`config.mk`:
```
export PLATFORM = sky130hd
export DESIGN_NAME = sd_init_ctrl
export DESIGN_NICKNAME = d
export VERILOG_FILES = /design/src/rtl/sd_init_ctrl.sv
export SDC_FILE = /design/constraint.sdc
export NUM_CORES = 1
export LEC_CHECK = 0
export BUFFER_PORTS_ARGS = -buffer_cell sky130_fd_sc_hd__buf_2
export CAP_MARGIN = 20
export CELL_PAD_IN_SITES_DETAIL_PLACEMENT = 0
export CELL_PAD_IN_SITES_GLOBAL_PLACEMENT = 2
export CORE_UTILIZATION = 36
export DETAILED_ROUTE_END_ITERATION = 6
export PLACE_DENSITY_LB_ADDON = 0.1
export SLEW_MARGIN = 20
export SYNTH_ARGS = -nofsm -noshare
export SYNTH_HDL_FRONTEND = slang
export SYNTH_SLANG_ARGS = --single-unit
export TNS_END_PERCENT = 20
```
`constraint.sdc`:
```
create_clock -name clk -period 5.7 [get_ports clk]
set_clock_uncertainty 0.05 [all_clocks]
set_input_delay 0.57 -clock clk [delete_from_list [all_inputs] [get_ports clk]]
set_output_delay 0.57 -clock clk [all_outputs]
set_load 0.03 [all_outputs]
```
`src/rtl/sd_init_ctrl.sv`:
```
// sd_init_ctrl: SD card SPI-mode power-up and initialisation sequencer.
// Define SD_INIT_V1_SUPPORT_EN to accept v1 (pre-2.0) cards.
module sd_init_ctrl #(
  parameter int POWER_DELAY    = 1024,
  parameter int RESP_TIMEOUT   = 65535,
  parameter int ACMD41_RETRIES = 255,
  parameter int RETRY_GAP      = 256
) (
  input  logic        clk,
  input  logic        rst,
  input  logic        start,
  output logic [5:0]  command,
  output logic [31:0] arg,
  output logic        cmd_valid,
  input  logic        command_sent,
  input  logic [39:0] response,
  input  logic        response_ready,
  output logic        fast_clk,
  output logic        busy,
  output logic        init_done,
  output logic        init_error,
  output logic [3:0]  err_code,
  output logic        high_capacity
);

  typedef enum logic [3:0] {
    IDLE, PWR_WAIT, CMD0, CMD8, CMD55, CMD41,
    GAP, CMD58, CMD16, DONE, ERROR
  } state_t;

  localparam logic [31:0] PWR_LAST = 32'(POWER_DELAY - 1);
  localparam logic [31:0] GAP_LAST = 32'(RETRY_GAP - 1);
  localparam logic [31:0] TO_LAST  = 32'(RESP_TIMEOUT - 1);
  localparam logic [15:0] TRY_MAX  = 16'(ACMD41_RETRIES);

  state_t      r_state, w_state;
  logic        r_wait, w_wait;
  logic [31:0] r_cnt, w_cnt;
  logic [15:0] r_tries, w_tries;
  logic        r_v2, w_v2;
  logic [5:0]  r_cmd, w_cmd;
  logic [31:0] r_arg, w_arg;
  logic        r_cv, w_cv;
  logic        r_fast, w_fast;
  logic        r_done, w_done;
  logic        r_err, w_err;
  logic [3:0]  r_code, w_code;
  logic        r_hc, w_hc;
  logic        w_acc;
  logic [3:0]  w_fail;
  logic [7:0]  w_r1;
  logic [5:0]  w_icmd;
  logic [31:0] w_iarg;
  logic        w_unused;

  assign w_r1     = response[39:32];
  assign w_unused = ^{response[31], response[29:12]};

  always_comb begin
    w_icmd = 6'd0;
    w_iarg = 32'd0;
    unique case (r_state)
      CMD8:    begin w_icmd = 6'd8;  w_iarg = 32'h0000_01AA; end
      CMD55:   w_icmd = 6'd55;
      CMD41:   begin
        w_icmd = 6'd41;
        w_iarg = r_v2 ? 32'h4000_0000 : 32'd0;
      end
      CMD58:   w_icmd = 6'd58;
      CMD16:   begin w_icmd = 6'd16; w_iarg = 32'd512; end
      default: ;
    endcase
  end

  always_comb begin
    w_state = r_state;
    w_wait  = r_wait;
    w_cnt   = r_cnt;
    w_tries = r_tries;
    w_v2    = r_v2;
    w_cmd   = r_cmd;
    w_arg   = r_arg;
    w_cv    = r_cv;
    w_fast  = r_fast;
    w_done  = r_done;
    w_err   = r_err;
    w_code  = r_code;
    w_hc    = r_hc;
    w_acc   = 1'b0;
    w_fail  = 4'd0;
    unique case (r_state)
      IDLE, DONE, ERROR: begin
        if (start) begin
          w_state = PWR_WAIT;
          w_wait  = 1'b0;
          w_cnt   = '0;
          w_tries = '0;
          w_v2    = 1'b0;
          w_fast  = 1'b0;
          w_done  = 1'b0;
          w_err   = 1'b0;
          w_code  = 4'd0;
          w_hc    = 1'b0;
        end
      end
      PWR_WAIT: begin
        w_cnt = r_cnt + 32'd1;
        if (r_cnt == PWR_LAST) begin
          w_state = CMD0;
          w_cnt   = '0;
        end
      end
      GAP: begin
        w_cnt = r_cnt + 32'd1;
        if (r_cnt == GAP_LAST) begin
          w_state = CMD55;
          w_cnt   = '0;
        end
      end
      default: begin
        if (!r_wait) begin
          if (!r_cv) begin
            w_cv  = 1'b1;
            w_cmd = w_icmd;
            w_arg = w_iarg;
          end else if (command_sent) begin
            w_cv   = 1'b0;
            w_wait = 1'b1;
            w_cnt  = '0;
            w_acc  = response_ready;
          end
        end else if (response_ready) begin
          w_acc = 1'b1;
        end else if (r_cnt == TO_LAST) begin
          w_fail = 4'd7;
        end else begin
          w_cnt = r_cnt + 32'd1;
        end
      end
    endcase

    if (w_acc) begin
      w_wait = 1'b0;
      unique case (r_state)
        CMD0: begin
          if (w_r1 == 8'h01) w_state = CMD8;
          else               w_fail  = 4'd1;
        end
        CMD8: begin
          if (w_r1 == 8'h01 && response[11:0] == 12'h1AA) begin
            w_v2    = 1'b1;
            w_state = CMD55;
          end else if (w_r1 == 8'h05) begin
`ifdef SD_INIT_V1_SUPPORT_EN
            w_v2    = 1'b0;
            w_state = CMD55;
`else
            w_fail  = 4'd8;
`endif
          end else begin
            w_fail = 4'd2;
          end
        end
        CMD55: begin
          if (w_r1 <= 8'h01) w_state = CMD41;
          else               w_fail  = 4'd3;
        end
        CMD41: begin
          if (w_r1 == 8'h00) begin
            w_state = r_v2 ? CMD58 : CMD16;
          end else if (w_r1 == 8'h01) begin
            if (r_tries != TRY_MAX) w_tries = r_tries + 16'd1;
            if (w_tries == TRY_MAX) begin
              w_fail = 4'd4;
            end else begin
              w_state = GAP;
              w_cnt   = '0;
            end
          end else begin
            w_fail = 4'd3;
          end
        end
        CMD58: begin
          if (w_r1 == 8'h00) begin
            w_hc    = response[30];
            w_state = response[30] ? DONE : CMD16;
          end else begin
            w_fail = 4'd5;
          end
        end
        CMD16: begin
          if (w_r1 == 8'h00) w_state = DONE;
          else               w_fail  = 4'd6;
        end
        default: ;
      endcase
    end

    if (w_fail != 4'd0) begin
      w_state = ERROR;
      w_wait  = 1'b0;
      w_code  = w_fail;
    end
    if (w_state == DONE) begin
      w_done = 1'b1;
      w_fast = 1'b1;
    end
    if (w_state == ERROR) begin
      w_err  = 1'b1;
      w_fast = 1'b0;
    end
  end

  always_ff @(posedge clk or negedge rst) begin
    if (!rst) begin
      r_state <= IDLE;
      r_wait  <= 1'b0;
      r_cnt   <= '0;
      r_tries <= '0;
      r_v2    <= 1'b0;
      r_cmd   <= '0;
      r_arg   <= '0;
      r_cv    <= 1'b0;
      r_fast  <= 1'b0;
      r_done  <= 1'b0;
      r_err   <= 1'b0;
      r_code  <= '0;
      r_hc    <= 1'b0;
    end else begin
      r_state <= w_state;
      r_wait  <= w_wait;
      r_cnt   <= w_cnt;
      r_tries <= w_tries;
      r_v2    <= w_v2;
      r_cmd   <= w_cmd;
      r_arg   <= w_arg;
      r_cv    <= w_cv;
      r_fast  <= w_fast;
      r_done  <= w_done;
      r_err   <= w_err;
      r_code  <= w_code;
      r_hc    <= w_hc;
    end
  end

  assign command       = r_cmd;
  assign arg           = r_arg;
  assign cmd_valid     = r_cv;
  assign fast_clk      = r_fast;
  assign init_done     = r_done;
  assign init_error    = r_err;
  assign err_code      = r_code;
  assign high_capacity = r_hc;
  assign busy = !(r_state == IDLE || r_state == DONE ||
                  r_state == ERROR);

endmodule

```
==> After elaboration in Yosys (flattened, before gate mapping) <==
Cells that the tools add are included.
{ "word_totals": {"word_cells": 157, "register_bits": 101, "inputBits": 45, "output_inout_bits": 48} }
{ "classes": {"n_bitwise": 3, "reduce_logical": 25, "muxes": 91, "n_eq_ne": 22, "magnitude_cmp": 1, "n_addsub": 2} }
{ "ops": {"columns": ["cell", "count"], "rows": [
  ["2-to-1 mux 32 bit", 13],
  ["2-to-1 mux 16 bit", 11],
  ["2-to-1 mux 4 bit", 27],
  ["case mux 32 bit (3 select lines)", 1],
  ["case mux 31 bit (3 select lines)", 1],
  ["case mux 4 bit (6 select lines)", 2],
  ["adder 32 x 1 -> 32 bit, second input constant", 1],
  ["equality test 32 x 10 -> 1 bit, second input constant", 1],
  ["equality test 32 x 16 -> 1 bit, second input constant", 1],
  ["equality test 32 x 8 -> 1 bit, second input constant", 1],
  ["2-to-1 mux 31 bit", 1],
  ["case mux 6 bit (5 select lines)", 1],
  ["2-to-1 mux 1 bit", 28],
  ["equality test 4 bit, second input constant", 5],
  ["adder 16 x 1 -> 16 bit, second input constant", 1],
  ["equality test 16 x 8 -> 1 bit, second input constant", 1],
  ["equality test 4 x 3 -> 1 bit, second input constant", 4],
  ["!= test 16 x 8 -> 1 bit, second input constant", 1],
  ["equality test 12 x 9 -> 1 bit, second input constant", 1],
  ["2-to-1 mux 3 bit", 4],
  ["case mux 4 bit (3 select lines)", 1],
  ["AND reduction 2 bit", 6],
  ["nonzero test 2 bit", 6],
  ["equality test 4 x 2 -> 1 bit, second input constant", 2],
  ["19 further kinds", 23]
]} }

==> Longest topological paths before layout <==
Gate-level depths: netlist of the first run.
{ "logic_depth": {"word_depth": 19, "ltp_mapped": 12, "depth_no_buf": 10} }

==> Worst setup path before layout of the first run <==
No wires, ideal clock.
{ "synth_path": {"path_kind": "register -> register", "from": "register r_tries[0]", "to": "register r_err (netlist: init_error)", "synth_period_minus_slack_ns": 2.968, "arrival_time_ns": 2.792, "path_buffers": 1, "t_required_ns": 5.524, "slack_ns": 2.732, "path_stages_with_launch": 11, "setup_time_ns": 0.126, "cell_sequence": "dfrtp_1 ha_1 clkbuf_1 nand4_1 nor3_1 mux2i_1 nand4_2 nor4_4 o2111a_1 a21oi_2 a311o_1"} }
{ "synth_between": {"elab_chain_len": 18, "word_cells_on_any_way": 27, "cone_classes": "add/sub (1); eq/ne (3); mux (19); reduce/logical (4)"} }
{ "synth_rtl": {"columns": ["item", "line", "source"], "rows": [
  ["start, declared", "39", "logic [15:0] r_tries, w_tries;"],
  ["start signal, assigned", "233", "r_tries <= w_tries;"],
  ["branches (longest 2 deep; another with adder 16 x 1 -> 16 bit)", null, null],
  ["2-to-1 mux 16 bit *", "172", "if (r_tries != TRY_MAX) w_tries = r_tries + 16'd1;"],
  ["2-to-1 mux 16 bit *", "171", "end else if (w_r1 == 8'h01) begin"],
  ["2-to-1 mux 16 bit *", "169", "if (w_r1 == 8'h00) begin"],
  ["2-to-1 mux 16 bit *", "144", "unique case (r_state)"],
  ["2-to-1 mux 16 bit *", "142", "if (w_acc) begin"],
  ["equality test 16 x 8 -> 1 bit *", "173", "if (w_tries == TRY_MAX) begin"],
  ["2-to-1 mux 4 bit", "173", null],
  ["2-to-1 mux 4 bit", "171", null],
  ["2-to-1 mux 4 bit", "169", null],
  ["case mux 4 bit (6 select lines)", "144", null],
  ["2-to-1 mux 4 bit", "142", null],
  ["nonzero test 4 bit", "199", "if (w_fail != 4'd0) begin"],
  ["2-to-1 mux 4 bit *", "199", null],
  ["equality test 4 bit *", "208", "if (w_state == ERROR) begin"],
  ["nonzero test 2 bit (no line)", null, null],
  ["AND reduction 2 bit (no line)", null, null],
  ["end signal, assigned", "240", "r_err <= w_err;"],
  ["end, declared", "46", "logic r_err, w_err;"]
]} }
Every way passes the cells marked *. The select of a mux whose other input is x is not followed.
A chain may end at the register's enable or synchronous reset.

==> Final worst setup path of the first run <==
{ "layout_path": {"from": "register r_state[1]", "to": "register r_cnt[20]"} }
{ "layout_between": {"elab_chain_len": 14, "word_cells_on_any_way": 22, "cone_classes": "eq/ne (6); mux (13); reduce/logical (3)"} }
{ "layout_rtl": {"columns": ["item", "line", "source"], "rows": [
  ["start, declared", "36", "state_t r_state, w_state;"],
  ["start signal, assigned", "230", "r_state <= w_state;"],
  ["equality test 4 bit / zero test 4 bit (equally long branches)", "91", "unique case (r_state)"],
  ["OR reduction 3 bit", null, null],
  ["2-to-1 mux 16 bit", "91", null],
  ["2-to-1 mux 16 bit", "172", null],
  ["2-to-1 mux 16 bit", "171", null],
  ["2-to-1 mux 16 bit", "169", null],
  ["2-to-1 mux 16 bit", "144", null],
  ["2-to-1 mux 16 bit", "142", null],
  ["equality test 16 x 8 -> 1 bit", "173", null],
  ["2-to-1 mux 32 bit", "173", null],
  ["2-to-1 mux 32 bit", "171", null],
  ["2-to-1 mux 32 bit", "169", null],
  ["2-to-1 mux 32 bit", "144", null],
  ["2-to-1 mux 32 bit *", "142", null],
  ["net w_cnt[20]", "38", "logic [31:0] r_cnt, w_cnt;"],
  ["end signal, assigned", "232", "r_cnt <= w_cnt;"],
  ["end, declared", "38", null]
]} }
The timed path passes the listed nets; every way through them passes the cells marked *. The select of a mux whose other input is x is not followed.

==> results of run 1 <==
per-layer routing:
metal	vias up	GRT usage, %	share of wire [%]
li1	2992	-	-
met1	3079	31.1	47
met2	207	34.3	45
met3	23	4.07	6.0
met4	0	6.76	1.7
met5	-	0	0
flip-flops by register name, summed over array words and instances, names as in the netlist, 3 cells and up:
register,count
arg,3
command,6
err_code,4
r_tries,16
r_state,4
r_cnt,32
synthesized netlist by cell type (12+ instances only):
| master | instances |
|---|---|
| a21oi_1 | 19 |
| dfrtp_1 | 72 |
| buf_4 | 29 |
| nor2_1 | 92 |
| nand4_1 | 21 |
| nand3_1 | 30 |
| nand2_1 | 116 |
| xnor2_1 | 27 |
| clkbuf_1 | 55 |
| nor4_1 | 19 |
| and3_1 | 12 |
| inv_1 | 13 |
| nor3_1 | 30 |
| a221oi_1 | 12 |
| a22oi_1 | 13 |
| o21ai_0 | 80 |
layout make-up:
| class | count | share of cell area, % |
|---|---|---|
| clock inverter | 7 | 2.10 |
| multi-input combinational | 680 | 58.9 |
| tap | 220 | 4.05 |
| sequential | 72 | 26.5 |
| clock buffer | 9 | 3.31 |
| inverter | 13 | 0.718 |
| timing repair buffer | 55 | 4.40 |
kinds of logic (layout without fill, tap and decap cells):
kind of cell / Yosys count / after routing / share of synthesized area [%]
other cells: 1 / 25 / 0.0602
compound gates: 213 / 213 / 23.3
buf+inv: 109 / 84 / 8.44
mux: 3 / 3 / 0.502
flops: 72 / 72 / 28.9
fa+ha+maj: 5 / 5 / 0.925
xor+xnor: 33 / 33 / 4.64
simple gates: 401 / 401 / 33.2
metrics by stage:
| stage | hold WS, ps | power (W) | instances | worst slack, ps |
|---|---|---|---|---|
| after floorplan | 224 | 0.000992 | 861 | 2730 |
| after global placement | 403 | 0.00111 | 1040 | 2140 |
| after detailed placement | 420 | 0.00113 | 1040 | 2110 |
| after CTS | 398 | 0.00186 | 1056 | 2090 |
| after global routing | 269 | 0.00194 | 1056 | 1850 |
| final | 220 | 0.00184 | 1056 | 2030 |
final timing paths:
kind                             from    endpoint  slack (ps)  cells after the start
setup / recovery           r_state[1]   r_cnt[20]        2030                      7
hold / removal                    rst      arg[8]         220                      1
setup reg to reg           r_state[1]   r_cnt[20]        2030                      7
hold reg to reg            command[2]  command[2]         420                      2
max in group asynchronous         rst   r_cnt[26]        4890                      1
min in group clk           command[2]  command[2]         420                      2
critical path: stages (launching register included):
cell	delay (ps)
dfrtp_1	850
nor3_1	200
or4_1	590
nor2_1	400
nand3_1	650
nor2_2	260
buf_4	400
nor2_1	110
power by group through the flow:
stage / clock (W) / combinational, W / sequential, W
finish: 0.000723 / 0.000438 / 0.000681
global placement: 0 / 0.000429 / 0.000684
detailed placement: 0 / 0.000438 / 0.000688
global route: 0.000764 / 0.000487 / 0.000691
floorplan: 0 / 0.000330 / 0.000662
CTS: 0.000739 / 0.000441 / 0.000678
==> implementation parameters, run 1 <==
Parameter                              Value

Pwr
  Sequential power share ... 37.0%
  Worst-case vdd ir drop ... 0.000180 V
  Internal cell power ... around 0.0012 W
  Fraction of power spent switching nets ... 35.4%
  Clock Power Share ... about 39%
  Share of power burned in combinational logic ... a little under a quarter
  Leakage component of the power ... approximately 2.7 nW
  Power per unit of standard cell area ... between 200 and 300 nW/µm²
  Sw Pwr ... 0.000652 W

STA
  Highest clock rate ... 0.273 GHz
  Fin crit share ... between 60% and 70%
  Final hold violations ... 0
  Slew Viols, Final ... 0
  Aggregate negative setup slack ... 0 ps
  Worst Max-Slew Pin Slew ... a little over 800 ps
  Worst slew slack as a fraction of its limit ... around 44%
  Setup repair after global routing missed its margin ... no
  Final critical-path required period ... around 3700 ps
  Setup Viol. Count Final ... 0

Floorplan
  Core box area ... 16800 µm²
  Starting density of the core ... around 37%
  Io pins ... 93
  Die Width ... about 130 µm
  Area of the die ... ~18000 µm²
  Die H ... between 100 and 150 µm
  Row Count ... 47

Yosys
  Synth area leader ... dfrtp_1
  EDFF count, synth ... 0
  Post-synthesis instance area ... 6230 µm²
  Unique cell type count in the Yosys netlist ... between 70 and 80
  Warnings from Yosys ... 0
  Dominant register cell in the synthesized netlist ... dfrtp_1
  Synth Register Bits ... 72
  Count of mapped cells out of synthesis ... between 800 and 900
  Async SR Flop Fraction ... 100%
  Sequential fraction of the synthesis area ... between 20 and 30%
  Syn avg cell area ... ~7.4 µm²
  Share of Yosys cell area claimed by the top area cell type ... between 20 and 30%
  Largest cells by area after synthesis ... dfrtp_1 (29%), nand2_1 (7.0%), o21ai_0 (6.4%)

Layout
  Number of inserted filler cells in the final layout ... between 1500 and 2000
  Final Core Density ... between 40% and 50%
  Signed area change from the synthesized netlist to the final layout ... 9.22%
  Post-Layout Inst Area ... a little under 7000 µm²
  Diode count ... 0
  Most common cell after layout, fill and taps aside ... nand2_1
  Fraction of layout cells with a size suffix above 1 ... approximately 14%
  Net count reported at finish ... about 900
  Highest-count cells in the layout ignoring fill and taps ... nand2_1 (116), nor2_1 (91), o21ai_0 (80)
  Storage cell area ... 1800 µm²
  Multi-input logic area ... 4010 µm²

Placed design
  Detail Placement HPWL ... 12.9 mm
  IO buf count ... 48
  Final weighted congestion in routability-driven placement ... 0.823
  Total cell area at the placement stage ... around 6400 µm²

Global routing
  First-pass GRT wire length ... ~31 mm
  Via count of the first global-routing pass ... a little under 6000
  Tot GR Track Use ... between 20 and 25%
  GRT Residual Overflow ... 0
  Maximum number of pins on one net before global-route repair ... 73
  Number of antenna violations at the first check in global routing ... 0

Detailed routing
  Average detailed-routed wire length per instance ... approximately 18 µm
  Number of remaining DRC errors ... 0
  DR pass1 iterations ... 4
  Antenna viol nets, final ... 0
  Detailed-route via count ... 6301
  Iter 0 DRT Violations ... a little over 500
  Mean number of vias per cell ... approximately 6.0
  WL final ... roughly 20 mm

Clock network
  Cts repair resizes ... 0
  Worst-path clk slew ... ~70 ps
  TritonCTS clock tree ... built
  Maximum number of buffers from clock root to sink ... 2
  Root buffer cell ... clkbuf_16
  Number of sinks handled by clock tree synthesis ... 72
  Count of buffers added by post-CTS timing repair for setup ... 0
  Hold-fix buffers, CTS ... 0
  Htree depth ... 3
  Clk_lat worst skew ... approximately 350 ps
  Number of buffers created by CTS ... 9

Job
  Maximum capacitance violations ... 0

Worst setup path
  Data arrival time at the worst-slack endpoint ... ~3800 ps
  Worst Path Required ... 5860 ps
  Critical path capture point type ... flop
  Category of the critical setup timing path ... flop to flop
  Crit start category ... flop
  CP max FO ... 32

Outcome
  Status ... finished clean

Worst hold path
  Class of the most critical hold timing path ... primary input to asynchronous set/reset pin
No activity file was read; power rests on OpenSTA's default activity.
==> run 2: changes to the inputs <==
--- a/config.mk
+++ b/config.mk
@@ -9,7 +9,7 @@
 export CAP_MARGIN = 20
 export CELL_PAD_IN_SITES_DETAIL_PLACEMENT = 0
 export CELL_PAD_IN_SITES_GLOBAL_PLACEMENT = 2
-export CORE_UTILIZATION = 36
+export CORE_UTILIZATION = 30
 export DETAILED_ROUTE_END_ITERATION = 6
 export PLACE_DENSITY_LB_ADDON = 0.1
 export SLEW_MARGIN = 20
==> constraint.sdc (replaced) <==
create_clock -name clk -period 3 [get_ports clk]
set_clock_uncertainty 0.05 [all_clocks]
set_input_delay 0.3 -clock clk [delete_from_list [all_inputs] [get_ports clk]]
set_output_delay 0.3 -clock clk [all_outputs]
set_load 0.03 [all_outputs]
==> run 2 against run 1 <==
The run now ends with hold timing left. Hold slack worse by 270 ps. Die area is 20% higher. Power is 87% higher. Cell count is 14% higher. Setup slack worse by 2000 ps. Sequential cell count stayed put. Global-route usage is 1.1 points lower. Wire length is 14% higher. Register-to-register slack worse by 2000 ps. Clock power is 67% higher. Critical path type unchanged.
==> implementation parameters, run 2 (same netlist as run 1, synthesis figures left out) <==
Parameter                              Value

Clock network
  Maximum number of buffers from clock root to sink ... 2 (unchanged)
  Root buffer cell ... clkbuf_16
  Number of sinks handled by clock tree synthesis ... 72 (unchanged)
  Number of buffers created by CTS ... 9 (unchanged)
  Htree depth ... 3 (unchanged)
  TritonCTS clock tree ... built
  Clk_lat worst skew ... 350 ps (about the same)
  Worst-path clk slew ... 60 ps (about the same)

Detailed routing
  Number of remaining DRC errors ... 0 (unchanged)
  Average detailed-routed wire length per instance ... 18.5 µm (+0.33%)
  Detailed-route via count ... 6704 (+6.4%)
  Iter 0 DRT Violations ... 519 (+1.8%)
  WL final ... 22.2 mm (+14%)
  Antenna viol nets, final ... 0 (unchanged)
  Mean number of vias per cell ... 5.58 (-6.5%)
  DR pass1 iterations ... 5 (+1)

STA
  Worst Max-Slew Pin Slew ... 760 ps (-67.1 ps)
  Worst slew slack as a fraction of its limit ... 49.3% (+5.1 points)
  Fin crit share ... 99.7% (+35 points)
  Highest clock rate ... 0.334 GHz (+23%)
  Slew Viols, Final ... 0 (unchanged)
  Worst hold-check slack ... -53.9 ps (-274 ps)
  Final hold violations ... 72 (+72)
  Setup Viol. Count Final ... 0 (unchanged)
  Setup repair after global routing missed its margin ... yes
  Final critical-path required period ... 2990 ps (-677 ps)

Pwr
  Power after layout ... 0.00345 W (+87%)
  Power per unit of standard cell area ... 452 nW/µm² (+67%)
  Worst-case vdd ir drop ... 0.000271 V (+51%)
  Leakage component of the power ... 3.19 nW (+18%)

Global routing
  Tot GR Track Use ... 21.0% (-1.1 points)
  First-pass GRT wire length ... 35.4 mm (+13%)
  Number of antenna violations at the first check in global routing ... 0 (unchanged)
  Maximum number of pins on one net before global-route repair ... 73 (unchanged)
  GRT Residual Overflow ... 0 (unchanged)
  Via count of the first global-routing pass ... 6539 (+11%)

Layout
  Register with the highest flop count ... r_cnt
  Fraction of layout cells with a size suffix above 1 ... 22.9% (+9.3 points)
  Final Core Density ... 37.6% (-3.0 points)
  Flip-flop count of the largest register, all copies and words added ... 32 (unchanged)
  Signed area change from the synthesized netlist to the final layout ... 22.6%
  Diode count ... 0 (unchanged)
  Number of inserted filler cells in the final layout ... 2178 (+25%)
  Most common cell after layout, fill and taps aside ... nand2_1
  Highest-count cells in the layout ignoring fill and taps ... nand2_1 (116), buf_4 (100), nor2_1 (91)
  Net count reported at finish ... 975 (+11%)

Job
  Maximum capacitance violations ... 0 (unchanged)

Floorplan
  Die Width ... 146 µm (+9.4%)
  Area of the die ... 21300 µm² (+20%)
  Core box area ... 20300 µm² (+21%)
  Die H ... 146 µm (+9.4%)
  Row Count ... 52 (+11%)
  Io pins ... 93 (unchanged)
  Starting density of the core ... 30.7% (-6.5 points)

Outcome
  Status ... complete, but fails checks
  Failing checks ... hold timing

Placed design
  Final weighted congestion in routability-driven placement ... 0.856 (+4.1%)
  IO buf count ... 48 (unchanged)
  Detail Placement HPWL ... 15.5 mm (+20%)

Worst hold path
  Class of the most critical hold timing path ... primary input to asynchronous set/reset pin

Worst setup path
  Category of the critical setup timing path ... flop to flop
  CP max FO ... 7 (-78%)
  Data arrival time at the worst-slack endpoint ... 3170 ps (-660 ps)
  Worst Path Required ... 3180 ps (-2680 ps)
  Critical path capture point type ... flop
  Crit start category ... flop
-- run 2: cell types whose count changed in the layout (fill, tap and decap cells not counted), sizes merged --
cell / change
buf: +96
clkbuf: +4
bufinv: -2
clkinv: -1
inv: -1
-- run 2: layout make-up --
type | count | area [µm²] | area share (%)
clock inverter | 3 | 65.1 | 0.852
timing repair buffer | 151 | 1060 | 13.8
multi-input combinational | 680 | 4070 | 53.4
tap | 270 | 338 | 4.42
inverter | 13 | 48.8 | 0.639
clock buffer | 13 | 250 | 3.28
sequential | 72 | 1800 | 23.6
-- run 2: metrics by stage --
stage | TNS, ps | instances | setup WS [ps] | instance area [µm²]
2_1_floorplan | 0 | 861 | 31.7 | 6320
4_1_cts | -4.92 | 1200 | -4.92 | 7560
3_3_place_gp | 0 | 1184 | 22.7 | 7230
6_report | 0 | 1202 | 9.90 | 7630
3_5_place_dp | -12.1 | 1184 | -11.0 | 7230
5_1_grt | -449 | 1202 | -77.6 | 7630
-- run 2: timing repair --
action	4_1_cts	5_1_grt
gates resized for setup	1	9
endpoints found under the setup margin	7	26
hold buffers	0	0
pin swaps	1	5
hold endpoints to repair	0	0
buffers inserted	0	2
-- run 2: worst paths after layout --
kind                                   start  slack (ps)            end  depth (start not counted)
worst max-delay path              r_tries[8]          10     init_error                          8
worst min-delay path                     rst         -50      r_cnt[16]                          1
worst max register to register    r_tries[8]          10     init_error                          8
worst min register to register    command[2]         420     command[2]                          2
max in group asynchronous                rst        2440     r_tries[0]                          1
min in group clk                response[30]         200  high_capacity                          2
-- run 2: power breakdown --
group | internal, W | switching, W | total, W
Sequential | 0.00108 | 0.0000970 | 0.00118
Clock | 0.000752 | 0.000459 | 0.00121
Combinational | 0.000364 | 0.000696 | 0.00106
Total | 0.00220 | 0.00125 | 0.00345
-- run 2: worst max-delay path, stage by stage (launching register included) --
cell and delay [ps]:
dfrtp_1 380, or4_4 580, or3_4 410, o41ai_4 260
nand4_2 210, nor4_4 350, o2111a_1 260, a21oi_4 70
a311o_1 280
-- run 2: per-layer routing --
metal	vias up	part of all wire, %	track usage (%)
met4	0	1.5	6.46
met3	26	4.3	2.97
met2	211	50	36.6
li1	3182	-	-
met1	3285	44	26.8
met5	-	0	0
